File: config.mk
export PLATFORM = sky130hd
export DESIGN_NAME = alu_seq
export DESIGN_NICKNAME = d
export VERILOG_FILES = /design/src/rtl/alu_seq.sv
export SDC_FILE = /design/constraint.sdc
export NUM_CORES = 1
export LEC_CHECK = 0
export CORE_ASPECT_RATIO = 0.7
export CORE_MARGIN = 2
export CORE_UTILIZATION = 34
export CTS_CLUSTER_SIZE = 12
export DETAILED_ROUTE_END_ITERATION = 6
export PLACE_DENSITY = 0.5
export SLEW_MARGIN = 20
export SYNTH_ARGS = -nofsm -noshare
export SYNTH_HDL_FRONTEND = slang
export SYNTH_SLANG_ARGS = --single-unit
File: constraint.sdc
create_clock -name clk -period 7.3 [get_ports clk]
set_input_delay 1.46 -clock clk [delete_from_list [all_inputs] [get_ports clk]]
set_output_delay 1.46 -clock clk [all_outputs]
set_load 0.03 [all_outputs]
File: src/rtl/alu_seq.sv
// alu_seq: registered, sequential successor to the combinational 16-bit ALU.
// Same 8-bit opcode map; adds registered result/PSR flags, a start/busy/done
// handshake and 1-bit-per-cycle multi-bit shifts.
// Optional feature macro: ALU_MUL_EN (iterative shift-add unsigned multiply).
module alu_seq #(
   parameter int unsigned WIDTH = 16,
   parameter int unsigned SHW   = $clog2(WIDTH)
) (
   input  logic             clk,
   input  logic             rst_n,
   input  logic             start,
   input  logic [7:0]       op,
   input  logic [WIDTH-1:0] a,
   input  logic [WIDTH-1:0] b,
   input  logic             cin,
   output logic             busy,
   output logic             done,
   output logic [WIDTH-1:0] result,
   output logic             carry,
   output logic             low,
   output logic             ovf,
   output logic             zero,
   output logic             neg
);

   // counter must hold WIDTH (multiply iterations) as well as shift amounts
   localparam int unsigned CW = SHW + 1;

   localparam logic [7:0] OP_AND  = 8'h01;
   localparam logic [7:0] OP_OR   = 8'h02;
   localparam logic [7:0] OP_XOR  = 8'h03;
   localparam logic [7:0] OP_ADD  = 8'h05;
   localparam logic [7:0] OP_ADDU = 8'h06;
   localparam logic [7:0] OP_SUB  = 8'h09;
   localparam logic [7:0] OP_CMPU = 8'h0B;
   localparam logic [7:0] OP_CMP  = 8'h0C;
   localparam logic [7:0] OP_MOV  = 8'h0D;
   localparam logic [7:0] OP_NOT  = 8'h0E;
   localparam logic [7:0] OP_LSH  = 8'h84;
   localparam logic [7:0] OP_ASH  = 8'h86;
`ifdef ALU_MUL_EN
   localparam logic [7:0] OP_MUL  = 8'h0F;
`endif

   typedef enum logic [1:0] {
      S_IDLE  = 2'd0,
      S_SHIFT = 2'd1
`ifdef ALU_MUL_EN
      ,
      S_MUL   = 2'd2
`endif
   } state_t;

   state_t           state, state_nxt;
   logic             busy_nxt, done_nxt;
   logic [WIDTH-1:0] result_nxt;
   logic             carry_nxt, low_nxt, ovf_nxt, zero_nxt, neg_nxt;

   // shift work register (also the multiplier / low product half when MUL is built)
   logic [WIDTH-1:0] wrk, wrk_nxt;
   logic [CW-1:0]    cnt, cnt_nxt;
   logic             sh_right, sh_right_nxt;
   logic             sh_arith, sh_arith_nxt;

`ifdef ALU_MUL_EN
   logic [WIDTH-1:0] mcand, mcand_nxt;
   logic [WIDTH-1:0] acc, acc_nxt;
   logic [WIDTH:0]   mac;
`endif

   logic [WIDTH:0]   sum;
   logic [SHW-1:0]   amt;
   logic [WIDTH-1:0] sh_val;
   logic             sh_bit;

   // next-state, datapath and output-register update logic
   always_comb begin
      state_nxt    = state;
      busy_nxt     = busy;
      done_nxt     = 1'b0;
      result_nxt   = result;
      carry_nxt    = carry;
      low_nxt      = low;
      ovf_nxt      = ovf;
      zero_nxt     = zero;
      neg_nxt      = neg;
      wrk_nxt      = wrk;
      cnt_nxt      = cnt;
      sh_right_nxt = sh_right;
      sh_arith_nxt = sh_arith;
`ifdef ALU_MUL_EN
      mcand_nxt    = mcand;
      acc_nxt      = acc;
      mac          = {1'b0, acc} + (wrk[0] ? {1'b0, mcand} : {(WIDTH+1){1'b0}});
`endif
      sum          = '0;
      // negative b encodes a right shift by -b
      amt          = SHW'(b[WIDTH-1] ? -b : b);

      // one step of the iterative shifter
      if (sh_right) begin
         sh_val = {sh_arith & wrk[WIDTH-1], wrk[WIDTH-1:1]};
         sh_bit = wrk[0];
      end else begin
         sh_val = {wrk[WIDTH-2:0], 1'b0};
         sh_bit = wrk[WIDTH-1];
      end

      case (state)
         S_IDLE: begin
            if (start) begin
               done_nxt = 1'b1;
               case (op)
                  OP_ADD, OP_ADDU: begin
                     sum        = {1'b0, a} + {1'b0, b} + {{WIDTH{1'b0}}, cin};
                     result_nxt = sum[WIDTH-1:0];
                     carry_nxt  = sum[WIDTH];
                     low_nxt    = 1'b0;
                     ovf_nxt    = (op == OP_ADD) && (a[WIDTH-1] == b[WIDTH-1]) &&
                                  (sum[WIDTH-1] != a[WIDTH-1]);
                     zero_nxt   = (sum[WIDTH-1:0] == '0);
                     neg_nxt    = (op == OP_ADD) && sum[WIDTH-1];
                  end
                  OP_SUB: begin
                     sum        = {1'b0, a} - {1'b0, b};
                     result_nxt = sum[WIDTH-1:0];
                     carry_nxt  = sum[WIDTH];
                     low_nxt    = 1'b0;
                     ovf_nxt    = (a[WIDTH-1] != b[WIDTH-1]) &&
                                  (sum[WIDTH-1] != a[WIDTH-1]);
                     zero_nxt   = (sum[WIDTH-1:0] == '0);
                     neg_nxt    = sum[WIDTH-1];
                  end
                  OP_CMP: begin
                     carry_nxt = 1'b0;
                     low_nxt   = 1'b0;
                     ovf_nxt   = 1'b0;
                     zero_nxt  = (a == b);
                     neg_nxt   = ($signed(b) < $signed(a));
                  end
                  OP_CMPU: begin
                     carry_nxt = 1'b0;
                     low_nxt   = (b < a);
                     ovf_nxt   = 1'b0;
                     zero_nxt  = (a == b);
                     neg_nxt   = 1'b0;
                  end
                  OP_AND, OP_OR, OP_XOR, OP_NOT: begin
                     case (op)
                        OP_AND:  result_nxt = a & b;
                        OP_OR:   result_nxt = a | b;
                        OP_XOR:  result_nxt = a ^ b;
                        default: result_nxt = ~a;
                     endcase
                     carry_nxt = 1'b0;
                     low_nxt   = 1'b0;
                     ovf_nxt   = 1'b0;
                     zero_nxt  = (result_nxt == '0);
                     neg_nxt   = 1'b0;
                  end
                  OP_MOV: begin
                     result_nxt = b;
                  end
                  OP_LSH, OP_ASH: begin
                     if (amt == '0) begin
                        result_nxt = a;
                        carry_nxt  = 1'b0;
                        low_nxt    = 1'b0;
                        ovf_nxt    = 1'b0;
                        zero_nxt   = (a == '0);
                        neg_nxt    = (op == OP_ASH) && a[WIDTH-1];
                     end else begin
                        done_nxt     = 1'b0;
                        busy_nxt     = 1'b1;
                        state_nxt    = S_SHIFT;
                        wrk_nxt      = a;
                        cnt_nxt      = {1'b0, amt};
                        sh_right_nxt = b[WIDTH-1];
                        sh_arith_nxt = (op == OP_ASH);
                     end
                  end
`ifdef ALU_MUL_EN
                  OP_MUL: begin
                     done_nxt  = 1'b0;
                     busy_nxt  = 1'b1;
                     state_nxt = S_MUL;
                     mcand_nxt = a;
                     wrk_nxt   = b;
                     acc_nxt   = '0;
                     cnt_nxt   = CW'(WIDTH);
                  end
`endif
                  default: begin
                     // NOP and undefined opcodes: pulse done, hold result and flags
                  end
               endcase
            end
         end

         S_SHIFT: begin
            wrk_nxt = sh_val;
            cnt_nxt = cnt - 1'b1;
            if (cnt == CW'(1)) begin
               done_nxt   = 1'b1;
               busy_nxt   = 1'b0;
               state_nxt  = S_IDLE;
               result_nxt = sh_val;
               carry_nxt  = sh_bit;
               low_nxt    = 1'b0;
               ovf_nxt    = 1'b0;
               zero_nxt   = (sh_val == '0);
               neg_nxt    = sh_arith && sh_val[WIDTH-1];
            end
         end

`ifdef ALU_MUL_EN
         S_MUL: begin
            // {acc, wrk} is the running product, shifted right each iteration
            acc_nxt = mac[WIDTH:1];
            wrk_nxt = {mac[0], wrk[WIDTH-1:1]};
            cnt_nxt = cnt - 1'b1;
            if (cnt == CW'(1)) begin
               done_nxt   = 1'b1;
               busy_nxt   = 1'b0;
               state_nxt  = S_IDLE;
               result_nxt = wrk_nxt;
               carry_nxt  = |acc_nxt;
               low_nxt    = 1'b0;
               ovf_nxt    = 1'b0;
               zero_nxt   = (wrk_nxt == '0);
               neg_nxt    = 1'b0;
            end
         end
`endif

         default: begin
            state_nxt = S_IDLE;
            busy_nxt  = 1'b0;
         end
      endcase
   end

   // state and output registers, synchronous active-low reset
   always_ff @(posedge clk) begin
      if (!rst_n) begin
         state    <= S_IDLE;
         busy     <= 1'b0;
         done     <= 1'b0;
         result   <= '0;
         carry    <= 1'b0;
         low      <= 1'b0;
         ovf      <= 1'b0;
         zero     <= 1'b0;
         neg      <= 1'b0;
         wrk      <= '0;
         cnt      <= '0;
         sh_right <= 1'b0;
         sh_arith <= 1'b0;
`ifdef ALU_MUL_EN
         mcand    <= '0;
         acc      <= '0;
`endif
      end else begin
         state    <= state_nxt;
         busy     <= busy_nxt;
         done     <= done_nxt;
         result   <= result_nxt;
         carry    <= carry_nxt;
         low      <= low_nxt;
         ovf      <= ovf_nxt;
         zero     <= zero_nxt;
         neg      <= neg_nxt;
         wrk      <= wrk_nxt;
         cnt      <= cnt_nxt;
         sh_right <= sh_right_nxt;
         sh_arith <= sh_arith_nxt;
`ifdef ALU_MUL_EN
         mcand    <= mcand_nxt;
         acc      <= acc_nxt;
`endif
      end
   end

endmodule

==> key figures, run 1 <==
Power
  • Switching power: around 0.34 mW
  • Worst VDD drop: approximately 0.000062 V
  • Static leakage: approximately 2.7 nW
  • Pwr per Cell Area: ~120 nW/um2
  • Flop pwr share: 29.9%
  • Logic gate share of total power: ~43%
  • Clk network pwr share: between 20 and 30%
  • Net Sw Frac: roughly two fifths
  • Power Internal: a little over 0.5 mW

STA
  • Worst-Margin Slew: about 1000 ps
  • Post-route setup TNS: 0 ps
  • Final setup viols: 0
  • Final Hold Viols: 0
  • Max Slew Vio Count: 0
  • Final min period: roughly 5400 ps
  • Clock skew: 5.15 ps
  • F_max: ~180 MHz
  • Final Worst Setup Slack: ~1900 ps
  • RSZ-0062 raised after global routing: no
  • Relative slew slack: between 30% and 40%
  • Tcrit/Tclk final: between 70% and 80%

Finish
  • FF+latch area: between 900 and 1000 um2
  • Area of the multi-input gates: about 4700 um2
  • Layout cells sized above 1: between 4 and 5%
  • Diode count: 0
  • Layout fillers: around 1900
  • Area grow syn2layout: 15.8%
  • Final net count: 986

Clock network
  • Post-cts sizing count: 0
  • Clk buf depth: 2
  • CTS buffer count: 5
  • CTS tree: done
  • CTS root buffer: clkbuf_16
  • Hold-fix buffers, CTS: 0
  • Clock Latency Late Sink: approximately 300 ps
  • H-Tree Level Count: 2
  • Reg clk slew, reported paths: approximately 70 ps
  • Clock sinks: 46
  • Post-CTS Setup Bufs: 0

Logic synthesis
  • Cells after Synth: 843
  • Synth Cell Area: slightly above 6000 um2
  • Post-synthesis async set-or-reset flop share: 0%
  • Number of synthesized flops with an enable pin: 0
  • Prevailing post-synth register cell: dfxtp_1
  • Flops & latches, synth: 46
  • Post-synth top cells: nand2_1 (92), a21oi_1 (80), ha_1 (68), inv_1 (57), nor2_1 (56)
  • Post-synthesis sequential area ratio: between 10% and 20%
  • Yosys top cell area share: 15.2%
  • Most common cell in the synthesized netlist: nand2_1
  • Syn Area/Cell: between 7 and 8 um2
  • Syn Nets: around 960
  • Synth area leaders: dfxtp_1 (15%), ha_1 (14%), a21oi_1 (6.6%), nand2_1 (5.7%), mux2i_1 (5.0%)
  • Cell variety after synth: 74
  • Synth warn: 0
  • Dominant cell type by area after synthesis: dfxtp_1

Drt
  • Via density: a little over 6
  • Routed via count: 6705
  • Final wirelength: around 24000 um
  • DRC Markers: 0
  • Drt initial violations: around 720
  • Pre-antenna DRT Iters: 6
  • Wire length per cell: roughly 22 um
  • Post-DRT Antenna Nets: 0

Worst setup path
  • Critical path data arrival time: approximately 5600 ps
  • CP Launch Type: primary input
  • Max Fanout on Critical Path: 17
  • Worst Setup Path Type: in -> reg
  • Critical Path RT: about 7500 ps
  • CP Capture Type: flop

Global route
  • Global route overflow: 0
  • Largest net degree at the start of global routing: 41
  • Vias in the first global route: approximately 6300
  • Initial antenna violation count: 0
  • GRT Resource Usage Total: roughly a quarter
  • First-pass GRT wire length: roughly 37000 um

Die
  • Num ports: between 60 and 70
  • Die area: roughly 19000 um2
  • Die width: 163 um
  • Row count: 40
  • Core ar.: about 17000 um2
  • Initial Util: between 30% and 40%
  • Die Height: 116 um

Placement
  • Pre-CTS WS: ~1700 ps
  • Post-DP HPWL: 19200 um
  • Final Wtd Congestion: approximately 0.95
  • Port Buffers: 66

Outcome
  • Outcome: finished clean

Hold path
  • Hold Crit Class: reg -> reg

Run
  • Max Cap Viol: 0
==> worst paths after layout <==
| check | endpoint | slack [ps] | from | cells past startpoint |
|---|---|---|---|---|
| max reg2reg | zero | 3910 | busy | 10 |
| max | zero | 1860 | op[0] | 11 |
| min | result[0] | 450 | result[0] | 2 |
| min reg2reg | result[0] | 450 | result[0] | 2 |
==> cells by family (layout without fill, tap and decap cells) <==
group	after synthesis	in the layout	synth area share (%)
and+or+nand+nor	274	274	22.4
DFF	46	46	15.2
adders and majority gates	71	71	15.0
buffers and inverters	113	142	7.26
xor gates and xnor gates	29	29	4.20
muxes	38	38	6.45
AOI/OAI and AO/OA	272	272	29.4
==> layout make-up <==
class / instances / share of cell area, %
Tap cell: 231 / 4.12
Timing Repair Buffer: 77 / 10.6
Clock buffer: 5 / 1.79
Sequential cell: 46 / 13.1
Clock inverter: 3 / 0.303
Multi-Input combinational cell: 684 / 67.0
Inverter: 57 / 3.05
==> through the flow <==
stage	std cells	utilization, %	cell area, um2	hold WS, ps	total power [mW]
6_report	1103	40.5	7010	455	0.856
5_1_grt	1103	40.5	7010	474	0.898
4_1_cts	1103	40.5	7010	457	0.852
3_5_place_dp	1095	39.6	6860	448	0.615
3_3_place_gp	1095	39.6	6860	445	0.617
2_1_floorplan	843	-	6050	458	0.487
==> power by group through the flow <==
| stage | clock network, mW | registers (mW) | logic (mW) |
|---|---|---|---|
| 4_1_cts | 0.240 | 0.256 | 0.356 |
| 3_3_place_gp | 0 | 0.261 | 0.355 |
| 6_report | 0.237 | 0.256 | 0.364 |
| 3_5_place_dp | 0 | 0.261 | 0.354 |
| 5_1_grt | 0.250 | 0.256 | 0.392 |
| 2_1_floorplan | 0 | 0.265 | 0.223 |
==> registers in the layout, summed over array words and instances, names as in the netlist <==
name,cells
busy,1
carry,1
cnt,5
done,1
low,1
neg,1
ovf,1
result,16
sh_arith,1
sh_right,1
wrk,16
zero,1
==> critical path: stages <==
cell	delay, ps
clkdlybuf4s50_1	760
buf_4	370
nand2b_1	230
nor2_1	260
and2_1	720
a31oi_2	350
o21ai_1	480
mux2_2	440
a211o_1	260
a31oi_1	170
o21ai_1	80
==> layout by cell type, fill, tap and decap left out, types with 9 or more instances in the layout <==
cell | netlist | layout
buf_4 | 0 | 11
nand2_1 | 92 | 92
o21ai_0 | 52 | 51
ha_1 | 68 | 68
clkdlybuf4s50_1 | 0 | 66
inv_1 | 57 | 57
xnor2_1 | 24 | 24
o22ai_1 | 10 | 10
nand4_1 | 9 | 9
dfxtp_1 | 46 | 46
nand2b_1 | 16 | 16
nor2b_1 | 10 | 10
o31ai_1 | 9 | 9
a21oi_1 | 80 | 80
a22oi_1 | 13 | 13
o211ai_1 | 9 | 9
a211oi_1 | 10 | 10
nor3_1 | 19 | 19
nor2_1 | 56 | 55
nand3_1 | 22 | 22
a221oi_1 | 12 | 12
mux2i_1 | 30 | 30
nor4_1 | 17 | 17
==> metal layers <==
| layer | vias up | GRT usage, % | wire [um] |
|---|---|---|---|
| li1 | 3127 | - | - |
| met1 | 3199 | 38.0 | 11500 |
| met2 | 348 | 37.9 | 10100 |
| met3 | 31 | 5.91 | 2360 |
| met4 | 0 | 5.67 | 450 |
| met5 | - | 0 | 0 |
(Power assumes the default switching activity.)
==> run 2: changes to the inputs <==
PLACE_DENSITY = 0.52   (was 0.5)
clock period = 4.65 ns   (was 7.3 ns; I/O delays follow)
==> key figures, run 2 (synthesis results as in run 1) <==
Power
  • Total power draw: approximately 1.4 mW
  • Logic gate share of total power: between 40 and 50%
  • Flop pwr share: roughly 28%
  • Power Internal: 0.887 mW
  • Static leakage: just under 3 nW
  • Net Sw Frac: 37.4%
  • Pwr per Cell Area: 192 nW/um2
  • Clk network pwr share: 29.3%
  • Switching power: 0.530 mW
  • Worst VDD drop: 0.000111 V

Finish
  • Layout cells sized above 1: roughly 9.3%
  • Final net count: between 1000 and 1500
  • Non-filler cells, final: 1149
  • Finished Core Util: roughly 43%
  • Diode count: 0
  • Layout fillers: roughly 1900
  • Biggest regs: result: 16 flops, wrk: 16 flops, cnt: 5 flops
  • Area grow syn2layout: 21.8%
  • Fin area: 7370 um2
  • Most frequent cells in the layout: nand2_1 (92), a21oi_1 (80), ha_1 (68)
  • Commonest non-fill, non-tap cell in the layout: nand2_1

Drt
  • Routed via count: between 6000 and 7000
  • DRC Markers: 0
  • Post-DRT Antenna Nets: 0
  • Drt initial violations: approximately 760
  • Final wirelength: 24400 um
  • Via density: 5.98
  • Wire length per cell: ~21 um
  • Pre-antenna DRT Iters: 6

Worst setup path
  • R2r setup slk: around 1600 ps
  • CP Capture Type: flop
  • Most used cell, CP: fa_1
  • Worst Setup Path Type: in -> reg
  • Critical path data arrival time: 4470 ps
  • CP Launch Type: primary input
  • Crit path buf inv count: 2
  • Cell Chain, Critical Path: clkdlybuf4s50_1 -> inv_1 -> fa_1 -> fa_1 -> nand2b_1 -> a21oi_1 -> o31a_1 -> o41ai_1 -> o31ai_1 -> xor2_1 -> nor4_1 -> a31oi_1 -> o21ai_1
  • Worst R2R Start: busy
  • R2r worst-path depth: 11
  • Largest delay contributor family on the critical path: compound AO/OA/AOI/OAI gates
  • Critical Path RT: a little under 5000 ps
  • CP peak stage delay: 620 ps
  • Max Fanout on Critical Path: 6
  • Worst path slowest cell: clkdlybuf4s50_1
  • Reg-to-Reg End: zero

STA
  • Max Slew Vio Count: 0
  • Final setup viols: 0
  • Clock skew: between 8 and 9 ps
  • RSZ-0062 raised after global routing: no
  • Final min period: 4240 ps
  • Relative slew slack: roughly a third
  • Post-route setup TNS: 0 ps
  • F_max: 236 MHz
  • Worst-Margin Slew: roughly 1000 ps
  • Tcrit/Tclk final: between 90% and 100%
  • Final Hold Viols: 0

Clock network
  • H-Tree Level Count: 2
  • Post-cts sizing count: 0
  • Post-CTS Setup Bufs: 0
  • Clock Latency Late Sink: 290 ps
  • Hold-fix buffers, CTS: 0
  • CTS tree: done
  • Clock sinks: 46
  • Clk buf depth: 2
  • CTS buffer count: 5
  • CTS root buffer: clkbuf_16
  • Reg clk slew, reported paths: ~70 ps

Outcome
  • Outcome: finished clean

Die
  • Initial Util: between 30% and 40%
  • Die Height: about 120 um
  • Num ports: 67
  • Die area: ~19000 um2
  • Core ar.: between 15000 and 20000 um2
  • Die width: 163 um
  • Row count: 40

Hold path
  • Hold depth: 2
  • Hold Crit Class: reg -> reg
  • Hold Crit Endpoint: result[0]
  • Worst hold start: result[0]

Placement
  • Port Buffers: 66
  • Placed instance area: about 7200 um2
  • Final Wtd Congestion: 0.934
  • Placed Cells: approximately 1100
  • Post-DP HPWL: 19400 um

Global route
  • Global route overflow: 0
  • GRT Resource Usage Total: 25.6%
  • Vias in the first global route: 6212
  • Initial antenna violation count: 1
  • Largest net degree at the start of global routing: 40
  • First-pass GRT wire length: roughly 37000 um

Run
  • Max Cap Viol: 0
-- run 2: power groups by stage --
stage / Sequential [mW] / Clock (mW) / Combinational [mW]
4_1_cts: 0.402 / 0.422 / 0.586
3_5_place_dp: 0.411 / 0 / 0.582
2_1_floorplan: 0.415 / 0 / 0.349
5_1_grt: 0.402 / 0.438 / 0.643
3_3_place_gp: 0.411 / 0 / 0.590
6_report: 0.402 / 0.415 / 0.601
-- run 2: through the flow --
stage | worst slack [ps] | hold slack, ps
after floorplan | 1220 | 458
after global placement | 106 | 446
after detailed placement | 172 | 445
after CTS | 481 | 456
after global routing | 174 | 473
final | 408 | 451
-- run 2: worst min-delay path: cells and delay by family, from the launching register on --
kind / cells / cell delay [ps]
AOI/OAI and AO/OA: 1 / 50
and+or+nand+nor: 1 / 50
DFF: 1 / 310
-- run 2: layout make-up --
class,count,area (um2),area share (%)
Sequential cell,46,921,12.5
Clock inverter,2,37.5,0.509
Timing Repair Buffer,123,1090,14.8
Inverter,57,214,2.90
Tap cell,231,289,3.92
Multi-Input combinational cell,684,4700,63.7
Clock buffer,6,129,1.75
-- run 2: worst max-delay path by stage --
stage,to,depth (start not counted),start
4_1_cts,result[11],12,b[3]
3_3_place_gp,result[11],12,b[3]
3_5_place_dp,result[11],12,b[3]
2_1_floorplan,zero,12,a[0]
5_1_grt,zero,13,b[0]
6_report,zero,13,b[0]
-- run 2: layer usage --
| layer | track usage [%] | vias to the layer above | wire, um |
|---|---|---|---|
| met4 | 5.61 | 2 | 542 |
| met3 | 5.87 | 36 | 2610 |
| met1 | 39.3 | 3225 | 11600 |
| met5 | 0 | - | 9 |
| li1 | - | 3221 | - |
| met2 | 35.6 | 392 | 9570 |
